==> src/rtl/bit64_subtractor_core_if.sv <==
// rtl/bit64_subtractor_core_if.sv - operand/result bundle for the registered subtractor
// The zero flag signal exists only when SUB_ZERO_FLAG_EN is defined.
interface bit64_subtractor_core_if #(
  parameter int WIDTH = 64
);
  logic             in_valid;
  logic [WIDTH-1:0] a;
  logic [WIDTH-1:0] b;
  logic             out_valid;
  logic [WIDTH-1:0] difference;
  logic             borrow;
  logic             overflow;
`ifdef SUB_ZERO_FLAG_EN
  logic             zero;

  modport master (
    output in_valid, a, b,
    input  out_valid, difference, borrow, overflow, zero
  );

  modport slave (
    input  in_valid, a, b,
    output out_valid, difference, borrow, overflow, zero
  );
`else
  modport master (
    output in_valid, a, b,
    input  out_valid, difference, borrow, overflow
  );

  modport slave (
    input  in_valid, a, b,
    output out_valid, difference, borrow, overflow
  );
`endif
endinterface

==> src/rtl/bit64_subtractor_core.sv <==
// rtl/bit64_subtractor_core.sv - registered two's-complement subtractor with borrow/overflow flags
// Optional registered zero flag is enabled by defining SUB_ZERO_FLAG_EN.
module bit64_subtractor_core #(
  parameter int WIDTH = 64
) (
  input  logic                    clk,
  input  logic                    rst_n,
  bit64_subtractor_core_if.slave  bus
);

  logic [WIDTH-1:0] nb;
  logic [WIDTH-1:0] d_raw;
  logic [WIDTH:0]   carry;
  logic             borrow_c;
  logic             overflow_c;

  // a + ~b + 1 as a ripple chain of full-adder cells, carry-in tied high
  always_comb begin
    nb       = ~bus.b;
    d_raw    = '0;
    carry    = '0;
    carry[0] = 1'b1;
    for (int i = 0; i < WIDTH; i++) begin
      d_raw[i]     = bus.a[i] ^ nb[i] ^ carry[i];
      carry[i + 1] = (bus.a[i] & nb[i]) | (carry[i] & (bus.a[i] ^ nb[i]));
    end
  end

  assign borrow_c   = ~carry[WIDTH];
  assign overflow_c = (bus.a[WIDTH-1] != bus.b[WIDTH-1]) &&
                      (d_raw[WIDTH-1] != bus.a[WIDTH-1]);

  always_ff @(posedge clk or negedge rst_n) begin
    if (!rst_n) begin
      bus.out_valid  <= 1'b0;
      bus.difference <= '0;
      bus.borrow     <= 1'b0;
      bus.overflow   <= 1'b0;
    end else begin
      bus.out_valid <= bus.in_valid;
      // result registers only move on a valid capture
      if (bus.in_valid) begin
        bus.difference <= d_raw;
        bus.borrow     <= borrow_c;
        bus.overflow   <= overflow_c;
      end
    end
  end

`ifdef SUB_ZERO_FLAG_EN
  always_ff @(posedge clk or negedge rst_n) begin
    if (!rst_n) begin
      bus.zero <= 1'b0;
    end else if (bus.in_valid) begin
      bus.zero <= (d_raw == '0);
    end
  end
`endif

endmodule

==> src/flat_wrapper.sv <==
// flat-port wrapper written by rule: the top's interface ports become plain ports
module bit64_subtractor_core_flat 
#(
  parameter int WIDTH = 64
)
  (clk, rst_n, bus_in_valid, bus_a, bus_b, bus_out_valid, bus_difference, bus_borrow, bus_overflow);
  bit64_subtractor_core_if #(.WIDTH(WIDTH)) bus_i ();
  input  logic clk;
  input  logic rst_n;
  input wire logic [$bits(bus_i.in_valid)-1:0] bus_in_valid;
  input wire logic [$bits(bus_i.a)-1:0] bus_a;
  input wire logic [$bits(bus_i.b)-1:0] bus_b;
  output wire logic [$bits(bus_i.out_valid)-1:0] bus_out_valid;
  output wire logic [$bits(bus_i.difference)-1:0] bus_difference;
  output wire logic [$bits(bus_i.borrow)-1:0] bus_borrow;
  output wire logic [$bits(bus_i.overflow)-1:0] bus_overflow;
  assign bus_i.in_valid = bus_in_valid;
  assign bus_i.a = bus_a;
  assign bus_i.b = bus_b;
  assign bus_out_valid = bus_i.out_valid;
  assign bus_difference = bus_i.difference;
  assign bus_borrow = bus_i.borrow;
  assign bus_overflow = bus_i.overflow;
  bit64_subtractor_core #(.WIDTH(WIDTH)) u_core (.clk(clk), .rst_n(rst_n), .bus(bus_i));
endmodule
==> config.mk <==
export PLATFORM = sky130hd
export DESIGN_NAME = bit64_subtractor_core_flat
export DESIGN_NICKNAME = d
export VERILOG_FILES = /design/src/rtl/bit64_subtractor_core_if.sv /design/src/rtl/bit64_subtractor_core.sv /design/src/flat_wrapper.sv
export SDC_FILE = /design/constraint.sdc
export NUM_CORES = 1
export LEC_CHECK = 0
export CELL_PAD_IN_SITES_DETAIL_PLACEMENT = 0
export CELL_PAD_IN_SITES_GLOBAL_PLACEMENT = 1
export CORE_MARGIN = 5
export CORE_UTILIZATION = 23
export CTS_CLUSTER_DIAMETER = 80
export DETAILED_ROUTE_END_ITERATION = 8
export PLACE_DENSITY = 0.72
export SYNTH_ARGS = -nofsm -noshare
export SYNTH_HDL_FRONTEND = slang
export SYNTH_SLANG_ARGS = --single-unit
==> constraint.sdc <==
create_clock -name clk -period 0.8 [get_ports clk]
set_input_delay 0.16 -clock clk [delete_from_list [all_inputs] [get_ports clk]]
set_output_delay 0.16 -clock clk [all_outputs]
set_load 0.02 [all_outputs]
# --- After elaboration in Yosys (flattened, before gate mapping) ---
# Cells that the tools add are included.
totals:
  elab_cells: 328
  rom_bits: 0
  output_inout_bits: 67
  register_bits: 67
  latch_bits: 0
  mem_count: 0
  ram_bits: 0
op_classes:
  n_lt_le_gt_ge: 0
  bitwise_logic: 321
  n_addsub: 0
  n_mul: 0
  reduce_logical: 1
  n_mux: 0
  n_shift: 0
  eq_ne: 2
  div: 0
ops:
  columns: ["cell", "count"]
  rows:
  - ["$and A1 B1 Y1", 127]
  - ["$xor A1 B1 Y1", 127]
  - ["$not A64 Y64", 1]
  - ["$or A1 B1 Y1", 64]
  - ["$ne A1 B1 Y1", 2]
  - ["$not A1 Y1", 2]
  - ["$logic_and A1 B1 Y1", 1]

# --- Depth between registers and ports, before layout ---
logic_depth:
  ltp_word: 130
  depth_mapped: 69
  mapped_depth_nobuf: 69

# --- Worst setup path after synthesis ---
# OpenSTA, ideal clock, no wires.
synth_timing:
  kind: "input port to flip-flop"
  startpoint: "input port bus_a[0]"
  endpoint: "register u_core.bus.overflow"
  arrival_ns: 24.458
  setup_time_ns: 0.128
  slack_ns: -23.785
  path_stages: 69
  t_required_ns: 0.672
  path_cell_list: "inv_1 -> ha_1 -> fa_1 -> fa_1 -> fa_1 -> fa_1 -> fa_1 -> fa_1 -> fa_1 -> fa_1 -> fa_1 -> fa_1 -> fa_1 -> fa_1 -> fa_1 -> fa_1 -> fa_1 -> inv_1 -> (+33 left out) -> fa_1 -> fa_1 -> fa_1 -> fa_1 -> fa_1 -> fa_1 -> fa_1 -> fa_1 -> fa_1 -> fa_1 -> fa_1 -> fa_1 -> fa_1 -> fa_1 -> fa_1 -> fa_1 -> xor2_1 -> o22ai_1"
synth_via:
  elab_chain_cells: 129
  elab_cells_between_ends: 130
synth_lines:
  columns: ["element", "line", "text"]
  rows:
  - ["start: declaration", "flat_wrapper.sv:11", "input wire logic [$bits(bus_i.a)-1:0] bus_a;"]
  - ["$and A1 B1 Y1 / $xor A1 B1 Y1 (equally long branches)", "bit64_subtractor_core.sv:25", "carry[i + 1] = (bus.a[i] & nb[i]) | (carry[i] & (bus.a[i] ^ nb[i]));"]
  - ["$or A1 B1 Y1 (*)", "bit64_subtractor_core.sv:25", null]
  - ["$and A1 B1 Y1 (*)", "bit64_subtractor_core.sv:25", null]
  - ["$or A1 B1 Y1 (*)", "bit64_subtractor_core.sv:25", null]
  - ["$and A1 B1 Y1 (*)", "bit64_subtractor_core.sv:25", null]
  - ["$or A1 B1 Y1 (*)", "bit64_subtractor_core.sv:25", null]
  - ["$and A1 B1 Y1 (*)", "bit64_subtractor_core.sv:25", null]
  - ["$or A1 B1 Y1 (*)", "bit64_subtractor_core.sv:25", null]
  - ["(+113 left out)", null, null]
  - ["$or A1 B1 Y1 (*)", "bit64_subtractor_core.sv:25", null]
  - ["$and A1 B1 Y1 (*)", "bit64_subtractor_core.sv:25", null]
  - ["$or A1 B1 Y1 (*)", "bit64_subtractor_core.sv:25", null]
  - ["$and A1 B1 Y1 (*)", "bit64_subtractor_core.sv:25", null]
  - ["$or A1 B1 Y1 (*)", "bit64_subtractor_core.sv:25", null]
  - ["$xor A1 B1 Y1 (*)", "bit64_subtractor_core.sv:24", "d_raw[i] = bus.a[i] ^ nb[i] ^ carry[i];"]
  - ["$ne A1 B1 Y1 (*)", "bit64_subtractor_core.sv:31", "(d_raw[WIDTH-1] != bus.a[WIDTH-1]);"]
  - ["$logic_and A1 B1 Y1 (*)", "bit64_subtractor_core.sv:30", "assign overflow_c = (bus.a[WIDTH-1] != bus.b[WIDTH-1]) &&"]
  - ["end signal: assignment", "bit64_subtractor_core.sv:45", "bus.overflow <= overflow_c;"]
  - ["end: declaration", "bit64_subtractor_core_if.sv:33", "output out_valid, difference, borrow, overflow"]
# Every way passes the cells marked *; elsewhere a longest branch is shown, timed or not.
# A chain may end at the register's enable or synchronous reset.

# --- Final worst setup path ---
# Same ends and word-level chain as after synthesis.

==> flow_summary.ini <==
[timing]
finalCritPeriodShare_pct = 2824
tightestPinTransition_ps = 253.5
fmax_mhz = 44.27
min_period_ps = 22590
fin_ws_ps = -21790
setup_tns_ps = -735640
slew_headroom_pct = 83.10
setup_viol = 131
skew_ps = 0
hold_violations = 0
rsz0062_at_grt = yes
slew_violations = 0

[setup_path]
reg2reg_depth = 4
r2r-start = u_core.bus.difference[49]
ff2ff_setup_slack_ps = -100
arrival_ps = 22790
crit_buf_inv = 4
crit_top_cell = fa_2
start_kind = input pin
rr_endpoint = u_core.bus.difference[49]
worstSetupPathType = input pin to register
cp_top_family = adder cells
cp-end-kind = register
max_stage_delay_ps = 560
crit_fanout = 2
cp.required_ps = 1000
crit_slowest_cell = fa_1

[synth]
synth_cells = 339
synth_nets = 535
yosysUniqueCellTypes = 14
yosysWarnings = 0
syn_area_um2 = 4198
ys_seq_area_share_pct = 39.94
avgSynthCellArea_um2 = 12.38
ys_seq_elements = 67

[finish]
drive_above_1_share_pct = 32.58
fin_area_um2 = 7211
finish.net_count = 771
nFillCells = 1699
area_delta_synth_final_pct = 71.77
fin_cells = 806
num_antenna_cells = 0

[place]
dp_cells = 764
hpwlAfterDp_mm = 9.381
placed_area_um2 = 6631
pre_cts_slack_ps = -22710
place_congestion = 0.8174
port_buffers = 197

[detailed_routing]
viasPerCell = 3.761
drtPass1Iterations = 4
wl_mm = 11.42
route.met3.wl_mm = 1.018
num_vias = 3031
highest_layer = met4
drcViolationCount = 0
wl_per_cell_um = 14.17
wl_met2_mm = 5.552
wl_met1_mm = 4.676
ant_nets = 0
drt_first_iter_violations = 68

[power]
vdd.ir_drop.worst_mv = 0.9745
power_mw = 14.59
p_leak_nw = 3.508
cellPowerDensity_nw_per_um2 = 2024

[floorplan]
dieWidth_um = 145.1
row_count = 49
ios = 198
core_region_area_um2 = 17960
dieArea_um2 = 21050
die_y_um = 145.1
start_util_pct = 23.37

[global_route]
antenna_found_initial = 0
grt_pass1_wl_mm = 19.24
grt_max_degree = 36
grt_pass1_vias = 3635
grt_usage_pct = 11.32
overflow = 0

[clock_tree]
cts_root_buffer = clkbuf_16
clk_latency_ps = 320
cts_max_level = 3
clock-sinks = 67
tritoncts = done
clkTransAtPathRegs_ps = 50
cts_buffers = 9
clock_path_buffers = 2

[min_path]
hp-start = bus_b[0]
hold_path_depth = 3
hold_class = input pin to register
hold-path-endpoint = u_core.bus.difference[0]

[outcome]
violations = setup timing
status = finished with violations

[flow_run]
timing.max_cap.violations = 0
how the worst max path moves through the flow:
stage,depth (start not counted),startpoint,endpoint,slack [ps]
final,70,bus_a[0],u_core.bus.overflow,-21790
after global routing,70,bus_a[0],u_core.bus.overflow,-22270
after CTS,70,bus_a[0],u_core.bus.overflow,-21830
after detailed placement,70,bus_a[0],u_core.bus.overflow,-22710
after global placement,70,bus_a[0],u_core.bus.overflow,-22460
after floorplan,69,bus_a[0],u_core.bus.overflow,-21380
routing by layer:
metal	global-route usage, %	vias to the layer above
li1	-	1434
met1	14.04	1457
met2	18.20	127
met3	4.365	13
met4	3.685	0
met5	0	-
layout make-up:
cell class              instances  area [um2]  share of cell area, %
repair buffers                233        2369                  32.85
multi-input cells             135        2137                  29.64
flip-flops and latches         67        1677                  23.25
inverters                     129       491.7                  6.819
well taps                     229       286.5                  3.974
clock buffers                  13       250.2                  3.470
kinds of logic after synthesis:
kind of cell / synth area share (%)
buf+inv: 13.41
flops: 39.94
fa+ha+maj: 30.64
mux: 15.08
compound gates: 0.3876
simple gates: 0.3280
xor+xnor: 0.2087
sequential cells by signal, indices dropped and copies added (netlist names):
register and count:
u_core.bus.difference 64, u_core.bus.borrow 1, u_core.bus.out_valid 1, u_core.bus.overflow 1
layout by cell type (no fill, tap or decap), drive strengths merged:
cell / count
o22ai: 1
clkdlybuf4s15: 2
nor2: 2
dfrtp: 67
mux2i: 61
dlygate4sd3: 1
ha: 2
clkbuf: 13
buf: 106
mux2: 2
nand2b: 1
clkdlybuf4s50: 124
a21oi: 2
xor2: 1
fa: 63
inv: 129
power by group:
| group | internal, mW | total [mW] | switching (mW) |
|---|---|---|---|
| logic | 3.50 | 6.31 | 2.82 |
| clock network | 2.13 | 3.44 | 1.31 |
| registers | 4.22 | 4.84 | 0.622 |
| total | 9.84 | 14.6 | 4.75 |
through the flow:
step                hold WS (ps)  util [%]
floorplan                 -135.6         -
global placement           142.1     36.92
detailed placement         147.9     36.92
CTS                        114.5     39.64
global route               143.7     40.14
finish                     148.6     40.14
repair_timing:
item	4_1_cts	5_1_grt
hold endpoints to repair	67	0
pin swaps	2	0
setup endpoints to repair	133	131
setup buffers	16	12
resized for setup	402	0
hold buffers	1	0
tightest hold or removal path, stage by stage:
cell	delay, ps
buf_6	80
ha_4	110
mux2i_1	70
Yosys cell counts:
cell type | number | area share, %
ha_1 | 2 | 0.60
nand2b_1 | 1 | 0.15
fa_1 | 63 | 30
dfrtp_1 | 67 | 40
o22ai_1 | 1 | 0.15
a21oi_1 | 2 | 0.24
xor2_1 | 1 | 0.21
inv_1 | 129 | 12
nor2_1 | 2 | 0.18
buf_4 | 4 | 0.72
mux2_2 | 2 | 0.54
buf_6 | 3 | 0.80
buf_8 | 1 | 0.36
mux2i_1 | 61 | 15
No activity file was read; power rests on OpenSTA's default activity.
